--- config.mk ---
export PLATFORM = sky130hd
export DESIGN_NAME = valu_sequencer
export DESIGN_NICKNAME = d
export VERILOG_FILES = /design/src/rtl/vec_pkg.sv /design/src/rtl/valu_sequencer.sv
export SDC_FILE = /design/constraint.sdc
export NUM_CORES = 1
export LEC_CHECK = 0
export ABC_AREA = 1
export BUFFER_PORTS_ARGS = -buffer_cell sky130_fd_sc_hd__buf_4
export CELL_PAD_IN_SITES_DETAIL_PLACEMENT = 1
export CELL_PAD_IN_SITES_GLOBAL_PLACEMENT = 1
export CORE_ASPECT_RATIO = 1.5
export CORE_MARGIN = 10
export CORE_UTILIZATION = 23
export CTS_CLUSTER_SIZE = 28
export DETAILED_ROUTE_END_ITERATION = 7
export GPL_TIMING_DRIVEN = 0
export PLACE_DENSITY = 0.89
export RECOVER_POWER = 100
export SLEW_MARGIN = 30
export SYNTH_ARGS = -nofsm -noshare
export SYNTH_HDL_FRONTEND = slang
export SYNTH_SLANG_ARGS = --single-unit
--- constraint.sdc ---
create_clock -name clk_i -period 3.58 [get_ports clk_i]
set_input_delay 0.358 -clock clk_i [delete_from_list [all_inputs] [get_ports clk_i]]
set_output_delay 0.358 -clock clk_i [all_outputs]
set_load 0.02 [all_outputs]
--- src/rtl/vec_pkg.sv ---
`default_nettype none
// ============================================================================
// Module      : vec_pkg
// Description : Shared types for the vector ALU sequencer. It holds the ALU
//               opcode encoding and the sequencer state encoding.
// Revision    : 1.0 - initial release
// ============================================================================
package vec_pkg;

  // ALU opcode encoding; RSVD is rejected by the sequencer as illegal
  typedef enum logic [1:0] {
    ADD  = 2'd0,
    SUB  = 2'd1,
    MUL  = 2'd2,
    RSVD = 2'd3
  } vop_e;

  // Sequencer control states
  typedef enum logic [1:0] {
    IDLE  = 2'd0,
    RUN   = 2'd1,
    DRAIN = 2'd2,
    DONE  = 2'd3
  } vseq_state_e;

endpackage
`default_nettype wire

--- src/rtl/valu_sequencer.sv ---
`default_nettype none
// ============================================================================
// Module      : valu_sequencer
// Description : Vector instruction sequencer. It accepts one vector op,
//               streams element reads from the register file, routes operands
//               to an external registered ALU, and writes results back with a
//               two-cycle read-to-write latency at one element per cycle.
//               Completion status is accumulated per instruction.
// Revision    : 1.0 - initial release
// ============================================================================
module valu_sequencer
  import vec_pkg::*;
#(
  parameter int vdw_p       = 32,
  parameter int op_width_p  = 2,
  parameter int vlen_p      = 8,
  parameter int num_vregs_p = 8
) (
  input  logic                           clk_i,
  input  logic                           reset_i,
  input  logic                           v_i,
  output logic                           ready_o,
  input  logic [op_width_p-1:0]          op_i,
  input  logic [$clog2(num_vregs_p)-1:0] vs1_i,
  input  logic [$clog2(num_vregs_p)-1:0] vs2_i,
  input  logic [$clog2(num_vregs_p)-1:0] vd_i,
  input  logic [$clog2(vlen_p+1)-1:0]    len_i,
  output logic [$clog2(vlen_p)-1:0]      rf_r_elem_o,
  output logic [$clog2(num_vregs_p)-1:0] rf_rs1_o,
  output logic [$clog2(num_vregs_p)-1:0] rf_rs2_o,
  input  logic [vdw_p-1:0]               rf_rs1_data_i,
  input  logic [vdw_p-1:0]               rf_rs2_data_i,
  output logic [vdw_p-1:0]               alu_a_o,
  output logic [vdw_p-1:0]               alu_b_o,
  output logic [op_width_p-1:0]          alu_op_o,
  input  logic [vdw_p-1:0]               alu_result_i,
  input  logic                           alu_flag_overflow_i,
  input  logic                           alu_flag_zero_i,
  input  logic                           alu_flag_negative_i,
  output logic                           rf_w_v_o,
  output logic [$clog2(num_vregs_p)-1:0] rf_w_reg_o,
  output logic [$clog2(vlen_p)-1:0]      rf_w_elem_o,
  output logic [vdw_p-1:0]               rf_w_data_o,
  output logic                           done_o,
  output logic                           illegal_o,
  output logic                           ovf_o,
  output logic                           neg_o,
  output logic                           zero_o
);

  localparam int reg_w  = $clog2(num_vregs_p);
  localparam int elem_w = $clog2(vlen_p);
  localparam int len_w  = $clog2(vlen_p+1);

  localparam logic [op_width_p-1:0] c_op_rsvd = op_width_p'(RSVD);
  localparam logic [len_w-1:0]      c_len_max = len_w'(vlen_p);

  vseq_state_e state_d, state_q;

  logic [op_width_p-1:0] op_d, op_q;
  logic [reg_w-1:0]      vs1_d, vs1_q;
  logic [reg_w-1:0]      vs2_d, vs2_q;
  logic [reg_w-1:0]      vd_d, vd_q;
  logic [len_w-1:0]      len_d, len_q;
  logic [elem_w-1:0]     elem_d, elem_q;

  logic                  s1_v_d, s1_v_q;
  logic [elem_w-1:0]     s1_elem_d, s1_elem_q;
  logic                  s2_v_d, s2_v_q;
  logic [elem_w-1:0]     s2_elem_d, s2_elem_q;

  logic                  illegal_d, illegal_q;
  logic                  ovf_d, ovf_q;
  logic                  neg_d, neg_q;
  logic                  zero_d, zero_q;

  logic                  accept;
  logic                  rd_fire;
  logic                  is_noop;
  logic [len_w-1:0]      len_eff;
  logic [elem_w-1:0]     last_elem;

  // Ready only in IDLE and never while reset is held
  assign ready_o   = (state_q == IDLE) && !reset_i;
  assign accept    = v_i && ready_o;
  // A read is issued every cycle spent in RUN
  assign rd_fire   = (state_q == RUN);
  // Zero-length or reserved-op instructions complete without touching the RF
  assign is_noop   = (len_i == '0) || (op_i == c_op_rsvd);
  // Requests longer than the register length are clamped
  assign len_eff   = (len_i > c_len_max) ? c_len_max : len_i;
  assign last_elem = elem_w'(len_q - len_w'(1));

  // Next-state logic for the sequencer FSM
  always_comb begin
    state_d = state_q;
    unique case (state_q)
      IDLE: begin
        if (accept) begin
          if (is_noop) state_d = DONE;
          else         state_d = RUN;
        end
      end
      RUN: begin
        if (elem_q == last_elem) state_d = DRAIN;
      end
      DRAIN: begin
        // Leave once the pipeline will be empty, so done follows the last write
        if (!s1_v_d && !s2_v_d) state_d = DONE;
      end
      DONE: begin
        state_d = IDLE;
      end
      default: begin
        state_d = IDLE;
      end
    endcase
  end

  // Next values for latched instruction fields, element counter, pipeline and status
  always_comb begin
    op_d      = op_q;
    vs1_d     = vs1_q;
    vs2_d     = vs2_q;
    vd_d      = vd_q;
    len_d     = len_q;
    elem_d    = elem_q;
    s1_v_d    = rd_fire;
    s1_elem_d = elem_q;
    s2_v_d    = s1_v_q;
    s2_elem_d = s1_elem_q;
    illegal_d = illegal_q;
    ovf_d     = ovf_q;
    neg_d     = neg_q;
    zero_d    = zero_q;

    if (rd_fire && (elem_q != last_elem)) begin
      elem_d = elem_q + 1'b1;
    end

    // Fold the flags of every written element into the completion status
    if (s2_v_q) begin
      ovf_d  = ovf_q  | alu_flag_overflow_i;
      neg_d  = neg_q  | alu_flag_negative_i;
      zero_d = zero_q & alu_flag_zero_i;
    end

    if (accept) begin
      op_d      = op_i;
      vs1_d     = vs1_i;
      vs2_d     = vs2_i;
      vd_d      = vd_i;
      len_d     = len_eff;
      elem_d    = '0;
      illegal_d = (op_i == c_op_rsvd);
      ovf_d     = 1'b0;
      neg_d     = 1'b0;
      zero_d    = 1'b1;
    end
  end

  // FSM state register
  always_ff @(posedge clk_i or posedge reset_i) begin
    if (reset_i) state_q <= IDLE;
    else         state_q <= state_d;
  end

  // Datapath, pipeline and status registers
  always_ff @(posedge clk_i or posedge reset_i) begin
    if (reset_i) begin
      op_q      <= '0;
      vs1_q     <= '0;
      vs2_q     <= '0;
      vd_q      <= '0;
      len_q     <= '0;
      elem_q    <= '0;
      s1_v_q    <= 1'b0;
      s1_elem_q <= '0;
      s2_v_q    <= 1'b0;
      s2_elem_q <= '0;
      illegal_q <= 1'b0;
      ovf_q     <= 1'b0;
      neg_q     <= 1'b0;
      zero_q    <= 1'b0;
    end else begin
      op_q      <= op_d;
      vs1_q     <= vs1_d;
      vs2_q     <= vs2_d;
      vd_q      <= vd_d;
      len_q     <= len_d;
      elem_q    <= elem_d;
      s1_v_q    <= s1_v_d;
      s1_elem_q <= s1_elem_d;
      s2_v_q    <= s2_v_d;
      s2_elem_q <= s2_elem_d;
      illegal_q <= illegal_d;
      ovf_q     <= ovf_d;
      neg_q     <= neg_d;
      zero_q    <= zero_d;
    end
  end

  // Read port drives are idle-zero outside RUN
  assign rf_r_elem_o = rd_fire ? elem_q : '0;
  assign rf_rs1_o    = rd_fire ? vs1_q  : '0;
  assign rf_rs2_o    = rd_fire ? vs2_q  : '0;

  // Stage 1: read data arrives one cycle after the address
  assign alu_a_o     = s1_v_q ? rf_rs1_data_i : '0;
  assign alu_b_o     = s1_v_q ? rf_rs2_data_i : '0;
  assign alu_op_o    = s1_v_q ? op_q          : '0;

  // Stage 2: the ALU result is written back in the cycle it becomes valid
  assign rf_w_v_o    = s2_v_q;
  assign rf_w_reg_o  = s2_v_q ? vd_q         : '0;
  assign rf_w_elem_o = s2_v_q ? s2_elem_q    : '0;
  assign rf_w_data_o = s2_v_q ? alu_result_i : '0;

  assign done_o      = (state_q == DONE);
  assign illegal_o   = illegal_q;
  assign ovf_o       = ovf_q;
  assign neg_o       = neg_q;
  assign zero_o      = zero_q;

endmodule
`default_nettype wire

Word-level counts from Yosys, hierarchy flattened
Index checks and enable logic that the tools add are counted.
W data, S select, Z words.
{"block": "word_totals", "output_inout_bits": 120, "wordCells": 66, "input_bits": 117, "register_bits": 31}
{"block": "op_classes", "reduce_logical": 13, "eq_ne": 9, "n_mux": 23, "n_lt_le_gt_ge": 1, "add_sub_neg": 2, "bitwise": 3}
{"operator": "$mux W32", "count": 3}
{"operator": "$mux W3", "count": 8}
{"operator": "$mux W2", "count": 5}
{"operator": "$pmux W2 S4", "count": 1}
{"operator": "$eq A2 B2 Y1 const B", "count": 3}
{"operator": "$mux W1", "count": 6}
{"operator": "$gt A4 B4 Y1 const B", "count": 1}
{"operator": "$logic_and A1 B1 Y1", "count": 4}
{"operator": "$logic_not A4 Y1", "count": 1}
{"operator": "$ne A2 B2 Y1 const B", "count": 2}
{"operator": "$reduce_bool A2 Y1", "count": 2}
{"operator": "$add A3 B1 Y3 const B", "count": 1}
{"operator": "$eq A3 B3 Y1", "count": 1}
{"operator": "$logic_not A1 Y1", "count": 3}
{"operator": "$ne A3 B3 Y1", "count": 1}
{"operator": "$reduce_and A3 Y1", "count": 1}
{"operator": "$sub A3 B1 Y3 const B", "count": 1}
{"operator": "$eq A2 B1 Y1 const B", "count": 1}
{"operator": "$logic_not A2 Y1", "count": 1}
{"operator": "$ne A2 B1 Y1 const B", "count": 1}
{"operator": "$or A1 B1 Y1", "count": 2}
{"operator": "$and A1 B1 Y1", "count": 1}
{"operator": "$logic_or A1 B1 Y1", "count": 1}

Logic depth before layout (Yosys ltp)
Gate-level depths: netlist (run 1).
{"block": "depth", "word_depth": 5, "ltp_mapped": 11, "ltp_nobuf": 11}

Least setup slack after synthesis (run 1)
No wires, ideal clock.
{"block": "synth_timing", "kind": "register to register", "from": "register state_q[0]", "to": "register op_q[0]", "stages_incl_launch_ff": 9, "setup_ns": 0.116, "synth_period_minus_slack_ns": 1.491, "path_slack_ns": 2.089, "arrival_time_ns": 1.374, "path_buffers": 1, "required_time_ns": 3.464, "path_cell_list": "dfrtp_1 > inv_1 > ha_1 > inv_1 > nor2_2 > nand2_2 > clkbuf_1 > nand2_1 > nand2_1"}
{"block": "synth_via", "elab_chain_cells": 3}
{"element": "start: declaration", "line": "valu_sequencer.sv:58", "text": "vseq_state_e state_d, state_q;"}
{"element": "start signal: assignment", "line": "valu_sequencer.sv:165", "text": "else state_q <= state_d;"}
{"element": "$logic_not A2 Y1", "line": "valu_sequencer.sv:84", "text": "assign ready_o = (state_q == IDLE) && !reset_i;"}
{"element": "$logic_and A1 B1 Y1", "line": "valu_sequencer.sv:84"}
{"element": "net ready_o", "line": "valu_sequencer.sv:22", "text": "output logic ready_o,"}
{"element": "$logic_and A1 B1 Y1", "line": "valu_sequencer.sv:85", "text": "assign accept = v_i && ready_o;"}
{"element": "end signal: assignment", "line": "valu_sequencer.sv:186", "text": "op_q <= op_d;"}
{"element": "end: declaration", "line": "valu_sequencer.sv:60", "text": "logic [op_width_p-1:0] op_d, op_q;"}
The timed path passes the listed nets, and every way through them passes these cells.
A chain may end at the register's enable or synchronous reset.

Worst setup path in the final report (run 1)
{"block": "layout_timing", "from": "register state_q[1]", "to": "output rf_rs1_o[1]"}
{"block": "layout_via", "elab_chain_cells": 2}
{"element": "$eq A2 B1 Y1", "line": "valu_sequencer.sv:87", "text": "assign rd_fire = (state_q == RUN);"}
{"element": "net rd_fire", "line": "valu_sequencer.sv:78", "text": "logic rd_fire;"}
{"element": "$mux W3", "line": "valu_sequencer.sv:205", "text": "assign rf_rs1_o = rd_fire ? vs1_q : '0;"}
{"element": "end: declaration", "line": "valu_sequencer.sv:29", "text": "output logic [$clog2(num_vregs_p)-1:0] rf_rs1_o,"}
The timed path passes the listed nets, and every way through them passes these cells.

==> impl_metrics.ini, run 1 <==
[layout]
num_antenna_cells = 0
fill_cells = 1374
fin_area_sq_um = 3900
drive_above_1_share = 0.215
syn_to_final_growth_pct = 71.8
finish.utilization = 0.402
layout.nets = 756

[grt]
grt_overflow = 0
antenna_found_initial = 0
grt_max_degree = 32
grtUsageTotal = 0.151
grt_pass1_wl_um = 17400
grt_pass1_vias = 3479

[logic_synthesis]
synthDistinctLibCells = 20
synthFlopType = dfrtp_1
ys_top_cells_by_area = dfrtp_1, nand2_1, inv_1
postSynthCellCount = 389
yosysSeqAreaShare = 0.342
async_flop_share = 1.00
syn_area_per_cell_sq_um = 5.83
synth_seq_cells = 31
synth_top_area_frac = 0.342
yosysWarnings = 0
synth-edff-count = 0
synthesis.nets = 513
synthTopCellsByCount = nand2_1, inv_1, dfrtp_1
syn-cell-area_sq_um = 2270
synth_largest_area_cell = dfrtp_1
synth_most_common_cell = nand2_1

[routing]
vias = 3139
dr.pass1.iters = 4
routed_wl_um = 11400
drcViolationCount = 0
wire_per_inst_um = 15.3
drt.antenna.violating_nets = 0
viasPerCell = 4.20
drtIter0Drc = 46

[die]
num_io_pins = 237
initial_core_util = 0.234
rows = 44
die_w_um = 101
core_sq_um = 9690
die_y_um = 142
design.die.area_sq_um = 14300

[timing]
hold_viol_final = 0
min_period_over_period = 0.665
setup_viol = 0
drv_slew = 0
period_minus_slack_ps = 2380
tightest_slew_ps = 1210
rsz0062_at_grt = no
slew_headroom = 0.195
tns_ps = 0
fmax_mhz = 420
skew_ps = 7.77
setup_slack_ps = 1200

[critical_path]
path_depth = 6
cp-end-kind = output port
arrival_ps = 2020
r2r_setup_slack_ps = 1560
slowest_stage = clkbuf_1
critPathTopFamily = buffers and inverters
r2r_end = vd_q[1]
cp_slowest_stage_delay_ps = 520
start_kind = flip-flop
r2r-start = state_q[1]
cp_data_required_time_ps = 3220
critical_path.cell_chain = inv_1, ha_1, clkbuf_1, nand2_1, inv_1, clkbuf_1
critPathKind = flip-flop to output port
crit_end = rf_rs1_o[1]
reg2reg_depth = 9
crit_start = state_q[1]
cp_num_buf_inv = 4
crit_fanout = 10

[place]
dpl.hpwl_um = 10100
io_buffers = 236
place_congestion = 0.734
pre_cts_slack_ps = 1900
placed_area_sq_um = 4180

[clocking]
post_cts_buffers = 0
cts_max_level = 2
cts_buffer_depth = 2
clock_latency_ps = 270
cts_hold_buf = 0
path_clk_slew_ps = 50
numCtsBuffers = 5
clk_root_buffer_cell = clkbuf_16
cts_num_sinks = 31
cts_resized = 0
cts_tree = built

[hold_path]
hold_class = primary input to flip-flop

[pwr]
ir_drop_uv = 297
fin_total_pwr_mw = 2.97
power.leakage_nw = 2.76
power_density_nw_per_um2 = 762

[status]
outcome = complete, no violations

[job]
maxCapViolCount = 0
## through the flow
stage / instances / hold WS [ps]
final: 748 / 281
after global routing: 748 / 279
after CTS: 748 / 219
after detailed placement: 740 / 338
after global placement: 740 / 332
after floorplan: 389 / 331
## cell usage in the layout, fill, tap and decap left out, types with 4 or more instances in the layout
| cell | n |
|---|---|
| buf_4 | 122 |
| clkbuf_1 | 130 |
| clkbuf_16 | 5 |
| dfrtp_1 | 31 |
| ha_1 | 7 |
| inv_1 | 131 |
| nand2_1 | 171 |
| nand3_1 | 11 |
| nor2_1 | 4 |
| o21ai_0 | 8 |
## power breakdown
group          total, mW  switching (mW)  internal (mW)  leakage [nW]
combinational       1.86            1.33          0.535          2.28
clock              0.489           0.144          0.345        0.0868
sequential         0.618           0.105          0.513         0.392
total               2.97            1.58           1.39          2.76
## worst min-delay path by stage
| stage | startpoint | to | slack (ps) | depth (start not counted) |
|---|---|---|---|---|
| finish | vs2_i[2] | vs2_q[2] | 280 | 3 |
| global route | vd_i[0] | vd_q[0] | 280 | 3 |
| CTS | reset_i | len_q[2] | 220 | 2 |
| detailed placement | s1_elem_q[2] | s2_elem_q[2] | 340 | 0 |
| global placement | s1_elem_q[0] | s2_elem_q[0] | 330 | 0 |
| floorplan | s1_elem_q[0] | s2_elem_q[0] | 330 | 0 |
## registers in the layout, summed over array words and instances (netlist names)
name and flops:
state_q 2, neg_o 1, vs2_q 3, vd_q 3, elem_q 3, s1_elem_q 3, s1_v_q 1, op_q 2
illegal_o 1, rf_w_v_o 1, ovf_o 1, vs1_q 3, s2_elem_q 3, len_q 3, zero_o 1
## routing by layer
| layer | routed length (um) | part of all wire | GRT usage |
|---|---|---|---|
| met1 | 3820 | 0.33 | 0.139 |
| met4 | 254 | 0.022 | 0.0486 |
| met2 | 6360 | 0.56 | 0.291 |
| met3 | 1010 | 0.089 | 0.0564 |
| met5 | 0 | 0 | 0 |
## worst register-to-register path, delay by kind of cell (launching register included)
kind                     cells  cell delay (ps)
buffers and inverters        4              870
AND/OR/NAND/NOR              4              480
flip-flops                   1              420
adder cells (fa/ha/maj)      1              180
## area by class of cell
type	count	area, sq um	area share
flip-flops and latches	31	776	0.199
multi-input cells	209	901	0.231
clock buffers	6	139	0.0356
inverters	133	499	0.128
plain buffers	16	60.1	0.0154
repair buffers	236	1340	0.345
well taps	115	144	0.0369
clock inverters	2	35.0	0.00899
## cells by family (layout without fill, tap and decap cells)
| logic type | after synthesis | in the layout | share of synthesized area |
|---|---|---|---|
| DFF | 31 | 31 | 0.342 |
| and+or+nand+nor | 192 | 192 | 0.339 |
| buffers and inverters | 149 | 393 | 0.256 |
| adders and majority gates | 7 | 7 | 0.0386 |
| xor gates and xnor gates | 1 | 1 | 0.00386 |
| AOI/OAI and AO/OA | 9 | 9 | 0.0204 |
Note: power is estimated with default switching activity, not from simulation.
==> inputs of run 2 (changes only) <==
--- a/config.mk
+++ b/config.mk
@@ -11,11 +11,11 @@
 export CELL_PAD_IN_SITES_GLOBAL_PLACEMENT = 1
 export CORE_ASPECT_RATIO = 1.5
 export CORE_MARGIN = 10
-export CORE_UTILIZATION = 23
+export CORE_UTILIZATION = 19
 export CTS_CLUSTER_SIZE = 28
 export DETAILED_ROUTE_END_ITERATION = 7
 export GPL_TIMING_DRIVEN = 0
-export PLACE_DENSITY = 0.89
+export PLACE_DENSITY = 0.79
 export RECOVER_POWER = 100
 export SLEW_MARGIN = 30
 export SYNTH_ARGS = -nofsm -noshare
==> constraint.sdc (replaced) <==
create_clock -name clk_i -period 1.95 [get_ports clk_i]
set_input_delay 0.195 -clock clk_i [delete_from_list [all_inputs] [get_ports clk_i]]
set_output_delay 0.195 -clock clk_i [all_outputs]
set_load 0.02 [all_outputs]
==> impl_metrics.ini, run 2 (synthesis results as in run 1) <==
[status]
outcome = complete, no violations

[critical_path]
critPathTopFamily = buffers and inverters
critical_path.cell_chain = buf_2, buf_2, nand2_1, inv_1, clkbuf_2
slowest_stage = dfrtp_1
cp-end-kind = output port
cp_common_cell = buf_2
r2r-start = state_q[0]
r2r_setup_slack_ps = 190
crit_fanout = 10
start_kind = flip-flop
arrival_ps = 1600
cp_num_buf_inv = 4
critPathKind = flip-flop to output port
r2r_end = ovf_o
cp_data_required_time_ps = 1750
path_depth = 5
cp_slowest_stage_delay_ps = 470
reg2reg_depth = 8

[layout]
fin_area_sq_um = 4050
layout.nets = 756
syn_to_final_growth_pct = 78.7
final_cell_mix = nand2_1, inv_1, buf_4
drive_above_1_share = 0.340
num_antenna_cells = 0
mostFrequentLayoutCell = nand2_1

[routing]
dr.pass1.iters = 4
drcViolationCount = 0
wire_per_inst_um = 14.9
routed_wl_um = 11700
vias = 3092
drt.antenna.violating_nets = 0
drtIter0Drc = 88
viasPerCell = 3.95

[clocking]
clock_latency_ps = 270
path_clk_slew_ps = 50
cts_resized = 0
cts_hold_buf = 0
cts_tree = built
post_cts_buffers = 0
cts_buffer_depth = 2
numCtsBuffers = 5
clk_root_buffer_cell = clkbuf_16
cts_max_level = 2
cts_num_sinks = 31

[grt]
grt_pass1_vias = 3357
grt_overflow = 0
grt_pass1_wl_um = 17600
grtUsageTotal = 0.131
antenna_found_initial = 0
grt_max_degree = 32

[place]
placed_area_sq_um = 4230
dpl.hpwl_um = 10400
io_buffers = 236
pre_cts_slack_ps = 250
place_congestion = 0.853

[die]
num_io_pins = 237
design.die.area_sq_um = 16800
die_w_um = 109
rows = 48
core_sq_um = 11600
die_y_um = 154
initial_core_util = 0.196

[timing]
min_period_over_period = 0.919
period_minus_slack_ps = 1790
hold_viol_final = 0
setup_viol = 0
skew_ps = 8.89
fmax_mhz = 558
setup_slack_ps = 158
drv_slew = 0
rsz0062_at_grt = no
tightest_slew_ps = 1210
tns_ps = 0
slew_headroom = 0.191

[pwr]
ir_drop_uv = 356
power_density_nw_per_um2 = 1370
fin_total_pwr_mw = 5.54
power.leakage_nw = 3.03

[hold_path]
holdPathStages = 3
min_to = vs2_q[1]
hp-start = vs2_i[1]
hold_class = primary input to flip-flop

[job]
maxCapViolCount = 0
## run 2: cell type report
cell class	count	area, sq um
Timing Repair Buffer	236	1450
Multi-Input combinational cell	209	901
Sequential cell	31	776
Inverter	133	499
Fill cell	1566	7540
Clock buffer	8	156
Tap cell	150	188
Buffer	16	80.1
## run 2: how the worst max path moves through the flow
stage | from | endpoint
after floorplan | state_q[0] | op_q[0]
after global placement | state_q[0] | vs2_q[2]
after detailed placement | state_q[0] | op_q[0]
after CTS | s1_v_q | alu_b_o[4]
after global routing | s1_v_q | alu_b_o[2]
final | s1_v_q | alu_b_o[29]
## run 2: metrics by stage
step / hold slack [ps] / util / cells
floorplan: 299 / - / 389
global placement: 334 / 0.365 / 775
detailed placement: 338 / 0.365 / 775
CTS: 66.6 / 0.378 / 783
global route: 141 / 0.350 / 783
finish: 123 / 0.350 / 783
## run 2: tightest hold or removal path: cells and delay by family
kind                   cells  cell delay (ps)
buffers and inverters      1               70
and+or+nand+nor            2               90
## run 2: routing by layer
layer	part of all wire	track usage
met2	0.56	0.253
met5	0	0
met3	0.085	0.0435
met4	0.024	0.0460
met1	0.33	0.122
## run 2: power breakdown
group          leakage (nW)  internal [mW]  switching (mW)
clock network        0.0772          0.542           0.261
logic                  2.56           1.14            2.45
registers             0.392          0.942           0.203
total                  3.03           2.63            2.92
==> inputs of run 3 (changes only) <==
--- a/config.mk
+++ b/config.mk
@@ -12,6 +12,7 @@
 export CORE_ASPECT_RATIO = 1.5
 export CORE_MARGIN = 10
 export CORE_UTILIZATION = 19
+export CTS_BUF_LIST = sky130_fd_sc_hd__clkbuf_2 sky130_fd_sc_hd__clkbuf_4 sky130_fd_sc_hd__clkbuf_8
 export CTS_CLUSTER_SIZE = 28
 export DETAILED_ROUTE_END_ITERATION = 7
 export GPL_TIMING_DRIVEN = 0
==> impl_metrics.ini, run 3 (synthesis results as in run 1) <==
[die]
die_y_um = 154
die_w_um = 109
rows = 48
num_io_pins = 237
core_sq_um = 11600
initial_core_util = 0.196
design.die.area_sq_um = 16800

[grt]
grt_max_degree = 32
grt_use_met3 = 0.0423
grt.met2_usage = 0.254
antenna_found_initial = 0
grt_overflow = 0
grt_pass1_wl_um = 17600
grt_pass1_vias = 3364
grtUsageTotal = 0.132
use_met1 = 0.121
grt.busiest_layer = met2

[critical_path]
critPathKind = flip-flop to output port
cp_common_cell = inv_1
crit_fanout = 10
critPathTopFamily = buffers and inverters
start_kind = flip-flop
cp-end-kind = output port
arrival_ps = 1610
critical_path.cell_chain = inv_1, ha_1, clkbuf_8, nand2_1, inv_1, clkbuf_1
slowest_stage = dfrtp_1
cp_data_required_time_ps = 1750
cp_slowest_stage_delay_ps = 420
cp_num_buf_inv = 4

[routing]
viasPerCell = 3.95
dr.pass1.iters = 4
drcViolationCount = 0
drt.antenna.violating_nets = 0
vias = 3091
drtIter0Drc = 81
routed_wl_um = 11700
wire_per_inst_um = 14.9

[clocking]
cts_buffer_depth = 2
clk_root_buffer_cell = clkbuf_8
post_cts_buffers = 0
cts_tree = built
cts_hold_buf = 0
numCtsBuffers = 5
clock_latency_ps = 290
cts_max_level = 2
cts_num_sinks = 31
path_clk_slew_ps = 70

[place]
io_buffers = 236
place_congestion = 0.853
placed_cells = 775
dpl.hpwl_um = 10400

[timing]
rsz0062_at_grt = no
setup_viol = 0
tns_ps = 0
min_period_over_period = 0.924
tightest_slew_ps = 1200
fmax_mhz = 555
drv_slew = 0
period_minus_slack_ps = 1800
skew_ps = 8.77
slew_headroom = 0.196
hold_viol_final = 0

[pwr]
fin_total_pwr_mw = 5.34
power_density_nw_per_um2 = 1330
power.leakage_nw = 3.03
ir_drop_uv = 345

[layout]
layout.nets = 756
final_cell_mix = nand2_1, buf_4, inv_1
fin_cells = 783
drive_above_1_share = 0.349
mostFrequentLayoutCell = nand2_1
syn_to_final_growth_pct = 77.3
num_antenna_cells = 0
fill_cells = 1564

[job]
maxCapViolCount = 0

[hold_path]
hold_class = primary input to flip-flop

[status]
outcome = complete, no violations
==> run 3: report_power, final <==
group	internal [mW]	switching [mW]
combinational	1.17	2.45
sequential	0.940	0.204
clock	0.336	0.242
total	2.45	2.90
==> run 3: timing repair <==
action / in CTS / in global routing
endpoints found under the hold margin: 0 / 0
endpoints found under the setup margin: 0 / 2
resized for setup: 0 / 1
==> run 3: stage by stage <==
step | cell area, sq um | util | hold WS (ps) | worst slack (ps)
floorplan | 2270 | - | 299 | 459
global placement | 4230 | 0.365 | 334 | 340
detailed placement | 4230 | 0.365 | 338 | 250
CTS | 4330 | 0.374 | 46.7 | 84.1
global route | 4020 | 0.347 | 120 | 11.5
finish | 4020 | 0.347 | 107 | 148
==> run 3: cell type report <==
class                      instances  area [sq um]  area share
buffer                            16          82.6      0.0205
clock buffer                       8           104      0.0258
inverter                         133           499       0.124
multi-input combinational        209           901       0.224
sequential                        31           776       0.193
tap                              150           188      0.0467
timing repair buffer             236          1470       0.366
==> run 3: routing by layer <==
layer | up-vias | routed length (um)
met5 | - | 0
met4 | 0 | 295
met3 | 20 | 982
met2 | 126 | 6520
met1 | 1406 | 3860
li1 | 1539 | -
==> run 3: path summary, 6_finish.rpt <==
path | from | end | slack (ps) | cells after the start
max | state_q[1] | rf_r_elem_o[1] | 150 | 6
min | vs2_i[1] | vs2_q[1] | 110 | 3
max reg2reg | state_q[0] | ovf_o | 190 | 8
min reg2reg | s1_elem_q[2] | s2_elem_q[2] | 360 | 0
max in group asynchronous | reset_i | neg_o | 1000 | 2
min in group asynchronous | reset_i | len_q[2] | 210 | 2
==> run 3: tightest hold or removal path: cells and delay by family <==
family | cells | cell delay, ps
simple gates | 2 | 90
buf+inv | 1 | 70
